## src/rtl/axis_bram_reader_sequencer.sv

```systemverilog
// Replays a one-shot AXI-Stream BRAM reader a programmed number of times by pulsing
// its reset between bursts, with a programmable idle gap and abort.
module axis_bram_reader_sequencer #(
    parameter int unsigned BRAM_ADDR_WIDTH = 10,
    parameter int unsigned CNTR_WIDTH      = 32
) (
    input  logic                       i_aclk,
    input  logic                       i_aresetn,
    input  logic [BRAM_ADDR_WIDTH-1:0] i_cfg_last,
    input  logic [CNTR_WIDTH-1:0]      i_cfg_bursts,
    input  logic [CNTR_WIDTH-1:0]      i_cfg_gap,
    input  logic                       i_trg_start,
    input  logic                       i_ctl_abort,
    input  logic                       i_mon_tvalid,
    input  logic                       i_mon_tready,
    input  logic                       i_mon_tlast,
    output logic                       o_reader_aresetn,
    output logic [BRAM_ADDR_WIDTH-1:0] o_reader_cfg_data,
    output logic [CNTR_WIDTH-1:0]      o_sts_bursts,
    output logic                       o_sts_busy
);

    typedef enum logic [1:0] {StIdle, StHold, StRun} state_t;

    state_t                     r_state, w_state_next;
    logic [CNTR_WIDTH-1:0]      r_gap_cnt, w_gap_cnt_next;
    logic [CNTR_WIDTH-1:0]      r_shadow, w_shadow_next;
    logic [CNTR_WIDTH-1:0]      r_sts_bursts, w_sts_bursts_next;
    logic [BRAM_ADDR_WIDTH-1:0] r_cfg_data, w_cfg_data_next;
    logic                       r_reader_aresetn, w_reader_aresetn_next;
    logic                       r_busy, w_busy_next;
    logic                       w_eot;
    logic [CNTR_WIDTH-1:0]      w_bursts_inc;

    assign w_eot        = i_mon_tvalid & i_mon_tready & i_mon_tlast;
    assign w_bursts_inc = r_sts_bursts + CNTR_WIDTH'(1);

    always_comb begin
        w_state_next          = r_state;
        w_gap_cnt_next        = r_gap_cnt;
        w_shadow_next         = r_shadow;
        w_sts_bursts_next     = r_sts_bursts;
        w_cfg_data_next       = r_cfg_data;
        w_reader_aresetn_next = r_reader_aresetn;
        w_busy_next           = r_busy;

        unique case (r_state)
            StIdle: begin
                w_reader_aresetn_next = 1'b0;
                w_busy_next           = 1'b0;
                if (i_trg_start && (i_cfg_bursts != '0) && !i_ctl_abort) begin
                    w_cfg_data_next   = i_cfg_last;
                    w_shadow_next     = i_cfg_bursts;
                    w_gap_cnt_next    = '0;
                    w_sts_bursts_next = '0;
                    w_busy_next       = 1'b1;
                    w_state_next      = StHold;
                end
            end
            StHold: begin
                if (r_gap_cnt == '0) begin
                    w_reader_aresetn_next = 1'b1;
                    w_state_next          = StRun;
                end else begin
                    w_gap_cnt_next = r_gap_cnt - CNTR_WIDTH'(1);
                end
            end
            StRun: begin
                // Reset the reader only after tlast so its output pipeline is already drained.
                if (w_eot) begin
                    w_sts_bursts_next     = w_bursts_inc;
                    w_reader_aresetn_next = 1'b0;
                    if (w_bursts_inc == r_shadow) begin
                        w_busy_next  = 1'b0;
                        w_state_next = StIdle;
                    end else begin
                        w_gap_cnt_next = i_cfg_gap;
                        w_state_next   = StHold;
                    end
                end
            end
            default: begin
                w_reader_aresetn_next = 1'b0;
                w_busy_next           = 1'b0;
                w_state_next          = StIdle;
            end
        endcase

        if (i_ctl_abort) begin
            w_state_next          = StIdle;
            w_reader_aresetn_next = 1'b0;
            w_busy_next           = 1'b0;
        end
    end

    always_ff @(posedge i_aclk or negedge i_aresetn) begin
        if (!i_aresetn) begin
            r_state          <= StIdle;
            r_gap_cnt        <= '0;
            r_shadow         <= '0;
            r_sts_bursts     <= '0;
            r_cfg_data       <= '0;
            r_reader_aresetn <= 1'b0;
            r_busy           <= 1'b0;
        end else begin
            r_state          <= w_state_next;
            r_gap_cnt        <= w_gap_cnt_next;
            r_shadow         <= w_shadow_next;
            r_sts_bursts     <= w_sts_bursts_next;
            r_cfg_data       <= w_cfg_data_next;
            r_reader_aresetn <= w_reader_aresetn_next;
            r_busy           <= w_busy_next;
        end
    end

    assign o_reader_aresetn  = r_reader_aresetn;
    assign o_reader_cfg_data = r_cfg_data;
    assign o_sts_bursts      = r_sts_bursts;
    assign o_sts_busy        = r_busy;

endmodule

```

## config.mk

```make
export PLATFORM = sky130hd
export DESIGN_NAME = axis_bram_reader_sequencer
export DESIGN_NICKNAME = d
export VERILOG_FILES = /design/src/rtl/axis_bram_reader_sequencer.sv
export SDC_FILE = /design/constraint.sdc
export NUM_CORES = 1
export LEC_CHECK = 0
export CORE_UTILIZATION = 53
export CTS_CLUSTER_DIAMETER = 200
export DETAILED_ROUTE_END_ITERATION = 7
export GPL_ROUTABILITY_DRIVEN = 0
export PLACE_DENSITY = 0.81
export SYNTH_ARGS = -nofsm -noshare
export SYNTH_HDL_FRONTEND = slang
export SYNTH_SLANG_ARGS = --single-unit
```

## constraint.sdc

```tcl
create_clock -name i_aclk -period 3.4 [get_ports i_aclk]
set_input_delay 0.68 -clock i_aclk [delete_from_list [all_inputs] [get_ports i_aclk]]
set_output_delay 0.68 -clock i_aclk [all_outputs]
set_load 0.02 [all_outputs]
```

==> impl_metrics.toml, run 1 <==
[run_status]
run_status = "complete, no violations"

[finish]
layout.cells.non_filler = 1054
nets = 967
antenna_cells = 0
regArea_mm2 = 0.00276
multi_input_area_mm2 = 0.00383
num-fill-cells = 1021
area_delta_synth_final_pct = 29.1
design_area_mm2 = 0.00882
postLayoutCoreUtil = 0.699
drive_above_1_share = 0.145

[critical_path]
arrival_ns = 3.42
reg2reg_depth = 11
rrSetupSlack_ns = 0.19
cp-start-kind = "flip-flop"
worstSetupPathType = "flip-flop to flip-flop"
cp_max_fo = 6
regToRegEndpoint = "o_sts_busy$_DFFE_PN0P_"
reg2reg_from = "o_sts_bursts[0]$_DFFE_PN0P_"
cp.required_ns = 3.61
endpoint_kind = "flip-flop"

[timing]
min_period_ns = 3.21
tightest_slew_ns = 0.788
rsz0062_at_grt = "no"
period_share = 0.945
fin_tns_setup_ns = 0
fmax_mhz = 311
drv_slew = 0
skew_ns = 0.00908
hold_viol = 0
maxSlewHeadroom = 0.475
setup_viol = 0

[floorplanning]
io_pins = 125
start_util = 0.542
core_mm2 = 0.0126
die_h_um = 116
die_x_um = 116
row_count = 41
die_area_mm2 = 0.0134

[job]
cap_violations = 0

[route]
drcViolationCount = 0
routed_wirelength_um = 18900
avgViaCountPerCell = 6.21
firstDrtPassIters = 6
postRouteAntennaNets = 0
vias = 6544
drtIter0Drc = 681
wl_per_cell_um = 18.0

[clock_network]
cts_hold_buf = 0
clk_latency_ns = 0.36
cts_root_buf = "clkbuf_16"
cts_buffer_depth = 2
cts_sinks = 110
clk_pin_slew_ns = 0.07
htree_levels = 3
cts_tree = "yes"
numCtsBuffers = 9

[synth]
synth_nets = 834
synthArstFlopShare = 1.00
syn_inst = 745
yosys.area.top_type_share = 0.403
ys_types = 55
synth_most_common_cell = "dfrtp_1"
synth_ff_type = "dfrtp_1"
ys_seq_area_frac = 0.403
synth-edff-count = 0
synth.area.top_cells = "dfrtp_1 (40%), mux2_2 (6.9%), o21ai_0 (4.2%)"
yosys-top-cells-count = "dfrtp_1 (110), o21ai_0 (58), nor2_1 (50)"
syn_area_per_cell_um2 = 9.18
synthesis.area_mm2 = 0.00684
ys_seq_elements = 110
synth_area_leader_cell = "dfrtp_1"
yosys_warnings = 0

[global_routing]
grt_pass1_vias = 6294
antenna_found_initial = 0
grt_overflow = 0
grt_first_pass_wirelength_um = 30700
grt_usage = 0.293
grt_max_degree = 58

[power_and_ir_drop]
p_per_area_mw_per_mm2 = 836
ir_drop_mv = 0.423
power_mw = 7.38
p_leak_nw = 3.72

[placement]
placed_cells = 1037
io_buffers = 124
hpwl_um = 13700
placed_area_mm2 = 0.00851

[min_path]
min-delay-path-class = "input port to asynchronous set/reset pin"
-- layout by cell type, fill, tap and decap left out, types with 11 or more instances in the layout --
cell               n
buf_4             46
nand2_1           48
mux2_2            42
clkdlybuf4s50_1  123
a21o_1            11
nor3_1            40
nand3_1           22
o21ai_0           58
xnor2_1           33
and3_1            13
a22oi_1           21
o31ai_1           36
dfrtp_1          107
nor4_1            17
inv_1             14
nor2_1            50
a21oi_1           29
xor2_1            20
nand4_1           15
a22o_1            21
-- logic make-up after synthesis --
group	synth area share
AOI/OAI and AO/OA	0.197
xor gates and xnor gates	0.0679
adders and majority gates	0.0146
buffers and inverters	0.0404
DFF	0.403
muxes	0.0809
and+or+nand+nor	0.196
-- layer usage --
metal  vias to the layer above  routed length (µm)  global-route usage
met4                         0                 428               0.122
met3                        35                1290              0.0387
met5                         -                   0                   0
li1                       3026                   -                   -
met1                      3176                7900               0.378
met2                       307                9320               0.495
-- worst max-delay path: stages (launching register included) --
cell,delay (ns)
dfrtp_1,0.36
buf_4,0.15
nand3_1,0.16
nor4_4,0.40
buf_4,0.20
and2_1,0.20
xnor2_1,0.16
nand4_1,0.13
or4_4,0.55
or4_1,0.47
mux2i_1,0.16
o311ai_0,0.13
-- layout make-up --
type	count	area share
Multi-Input combinational cell	568	0.434
Sequential cell	110	0.312
Timing Repair Buffer	175	0.192
Clock buffer	10	0.0271
Tap cell	172	0.0244
Inverter	14	0.00596
Clock inverter	5	0.00411
-- power by group --
group	internal, mW	switching (mW)	leakage (nW)
registers	1.73	0.413	1.43
clock network	0.513	0.482	0.127
logic	1.81	2.42	2.16
total	4.06	3.32	3.72
-- sequential cells by signal (all words and copies together) (netlist names) --
register / cells
o_reader_aresetn: 1
o_reader_cfg_data: 10
o_sts_bursts: 32
o_sts_busy: 1
r_gap_cnt: 32
r_shadow: 32
r_state: 2
-- what timing repair did --
action,CTS,global route
endpoints found under the setup margin,0,40
buffers inserted,0,2
gates resized for setup,0,7
-- how the worst max path moves through the flow --
| stage | from | end | slack, ns | cells past startpoint |
|---|---|---|---|---|
| 6_report | o_sts_bursts[0]$_DFFE_PN0P_ | o_sts_busy$_DFFE_PN0P_ | 0.19 | 11 |
| 4_1_cts | o_sts_bursts[0]$_DFFE_PN0P_ | r_gap_cnt[8]$_DFFE_PN0P_ | 0.03 | 11 |
| 5_1_grt | i_cfg_bursts[9] | o_sts_bursts[4]$_DFFE_PN0P_ | 0.04 | 12 |
| 3_5_place_dp | i_cfg_bursts[8] | o_sts_bursts[4]$_DFFE_PN0P_ | -0.24 | 12 |
| 2_1_floorplan | o_sts_bursts[0]$_DFFE_PN0P_ | r_gap_cnt[25]$_DFFE_PN0P_ | 0.15 | 11 |
| 3_3_place_gp | i_cfg_bursts[9] | o_sts_bursts[5]$_DFFE_PN0P_ | -0.06 | 12 |
-- stage by stage --
step | setup slack [ns] | hold WS [ns]
floorplan | 0.151 | 0.384
global placement | -0.0602 | 0.474
detailed placement | -0.245 | 0.492
CTS | 0.0314 | 0.436
global route | 0.0382 | 0.462
finish | 0.188 | 0.409
Note: power is estimated with default switching activity, not from simulation.
==> run 2, diff against run 1 <==
==> constraint.sdc (replaced) <==
create_clock -name i_aclk -period 3.6 [get_ports i_aclk]
set_input_delay 0.72 -clock i_aclk [delete_from_list [all_inputs] [get_ports i_aclk]]
set_output_delay 0.72 -clock i_aclk [all_outputs]
set_load 0.02 [all_outputs]
==> impl_metrics.toml, run 2 (synthesis results as in run 1) <==
[global_routing]
grt_usage = 0.296
antenna_found_initial = 0
grt_first_pass_wirelength_um = 30800
grt_max_degree = 59
grt_overflow = 0
grt_pass1_vias = 6225

[power_and_ir_drop]
p_int_mw = 3.81
p_leak_nw = 3.67
p_switching_mw = 3.16
ir_drop_mv = 0.530
clkPwrFrac = 0.148
swShare = 0.453
pwr-share-comb = 0.560
seqPwrFrac = 0.291
p_per_area_mw_per_mm2 = 802

[route]
wl_per_cell_um = 18.5
drcViolationCount = 0
routed_wirelength_um = 19200
vias = 6498
drtIter0Drc = 825
avgViaCountPerCell = 6.25
postRouteAntennaNets = 0
firstDrtPassIters = 6

[clock_network]
cts_sinks = 110
numCtsBuffers = 9
cts_hold_buf = 0
clk_latency_ns = 0.36
cts_buffer_depth = 2
clk_pin_slew_ns = 0.07
htree_levels = 3
cts_tree = "yes"
cts_root_buf = "clkbuf_16"

[critical_path]
cp-start-kind = "input port"
regToRegEndpoint = "o_sts_busy$_DFFE_PN0P_"
cp_max_fo = 45
arrival_ns = 3.65
cp.required_ns = 3.85
crit_end = "o_sts_bursts[21]$_DFFE_PN0P_"
crit_path_start = "i_cfg_bursts[9]"
rrSetupSlack_ns = 0.23
worstSetupPathType = "input port to flip-flop"
reg2reg_from = "o_sts_bursts[1]$_DFFE_PN0P_"
endpoint_kind = "flip-flop"
reg2reg_depth = 10

[placement]
hpwl_um = 13700
io_buffers = 124
post-place-ws_ns = -0.0815

[finish]
final_cell_mix = "clkdlybuf4s50_1 (123), dfrtp_1 (110), o21ai_0 (58)"
mostFrequentLayoutCell = "clkdlybuf4s50_1"
num-fill-cells = 1007
area_delta_synth_final_pct = 27.2
drive_above_1_share = 0.125
nets = 952
antenna_cells = 0

[timing]
hold_viol = 0
min_period_ns = 3.41
maxSlewHeadroom = 0.408
skew_ns = 0.00942
period_share = 0.946
fin_tns_setup_ns = 0
tightest_slew_ns = 0.889
drv_slew = 0
rsz0062_at_grt = "no"
fmax_mhz = 294
setup_ws_ns = 0.195
setup_viol = 0

[floorplanning]
io_pins = 125
die_area_mm2 = 0.0134
core_mm2 = 0.0126
row_count = 41
start_util = 0.542
die_x_um = 116
die_h_um = 116

[min_path]
min-delay-path-class = "input port to asynchronous set/reset pin"

[run_status]
run_status = "complete, no violations"

[job]
cap_violations = 0
run 2: cell count changes in the layout (fill, tap and decap cells not counted), moves of 2 or more:
| cell | before | now |
|---|---|---|
| buf_12 | 6 | 3 |
| buf_4 | 46 | 33 |
| clkinvlp_4 | 3 | 0 |
| dfrtp_1 | 107 | 110 |
| dfrtp_2 | 3 | 0 |
| inv_8 | 0 | 2 |
| nor3_2 | 2 | 0 |
| nor4_1 | 17 | 19 |
| nor4_2 | 2 | 0 |
run 2: what timing repair did:
item	in CTS	in global routing
resized for setup	0	3
setup buffers	0	2
setup endpoints to repair	0	15
run 2: metal layers:
layer,global-route usage,part of all wire,vias to the layer above
met2,0.501,0.50,366
li1,-,-,2987
met5,0,0,-
met3,0.0659,0.086,33
met1,0.377,0.40,3112
met4,0.0996,0.017,0
run 2: metrics by stage:
step	instance area [µm²]	power, mW	utilization	instances	hold WS (ns)
after floorplan	6840	4.58	-	745	0.424
after global placement	8360	5.70	0.663	1022	0.474
after detailed placement	8360	5.87	0.663	1022	0.492
after CTS	8670	6.93	0.687	1037	0.452
after global routing	8700	7.42	0.689	1039	0.483
final	8700	6.98	0.689	1039	0.428
run 2: critical path: stages:
cell             delay (ns)
clkdlybuf4s50_1        0.41
nor4_1                 0.63
nand4_1                0.24
o21ai_0                0.44
nor2_1                 0.12
o21ai_1                0.27
a21o_1                 0.16
buf_12                 0.23
nor3_1                 0.08
a21o_1                 0.15
a22o_1                 0.18
run 2: layout make-up:
type                            instances  area (µm²)  share of cell area
Inverter                               14        52.6             0.00604
Timing Repair Buffer                  160        1550               0.178
Tap cell                              172         215              0.0247
Multi-Input combinational cell        568        3820               0.439
Clock buffer                            9         225              0.0259
Clock inverter                          6        78.8             0.00906
Sequential cell                       110        2750               0.317
run 2: power groups by stage:
stage	Sequential (mW)	Clock, mW	Combinational [mW]
after global placement	2.01	0	3.70
final	2.03	1.03	3.91
after floorplan	2.02	0	2.56
after detailed placement	2.04	0	3.83
after CTS	2.02	1.05	3.86
after global routing	2.08	1.10	4.24
run 2: how the worst min path moves through the flow:
stage,start,endpoint,slack [ns],depth (start not counted)
floorplan,i_aresetn,o_reader_aresetn$_DFFE_PN0P_,0.42,0
global placement,r_gap_cnt[23]$_DFFE_PN0P_,r_gap_cnt[23]$_DFFE_PN0P_,0.47,2
detailed placement,o_reader_cfg_data[5]$_DFFE_PN0P_,o_reader_cfg_data[5]$_DFFE_PN0P_,0.49,1
CTS,i_aresetn,r_shadow[8]$_DFFE_PN0P_,0.45,1
global route,i_aresetn,o_sts_bursts[21]$_DFFE_PN0P_,0.48,1
finish,i_aresetn,r_gap_cnt[11]$_DFFE_PN0P_,0.43,1
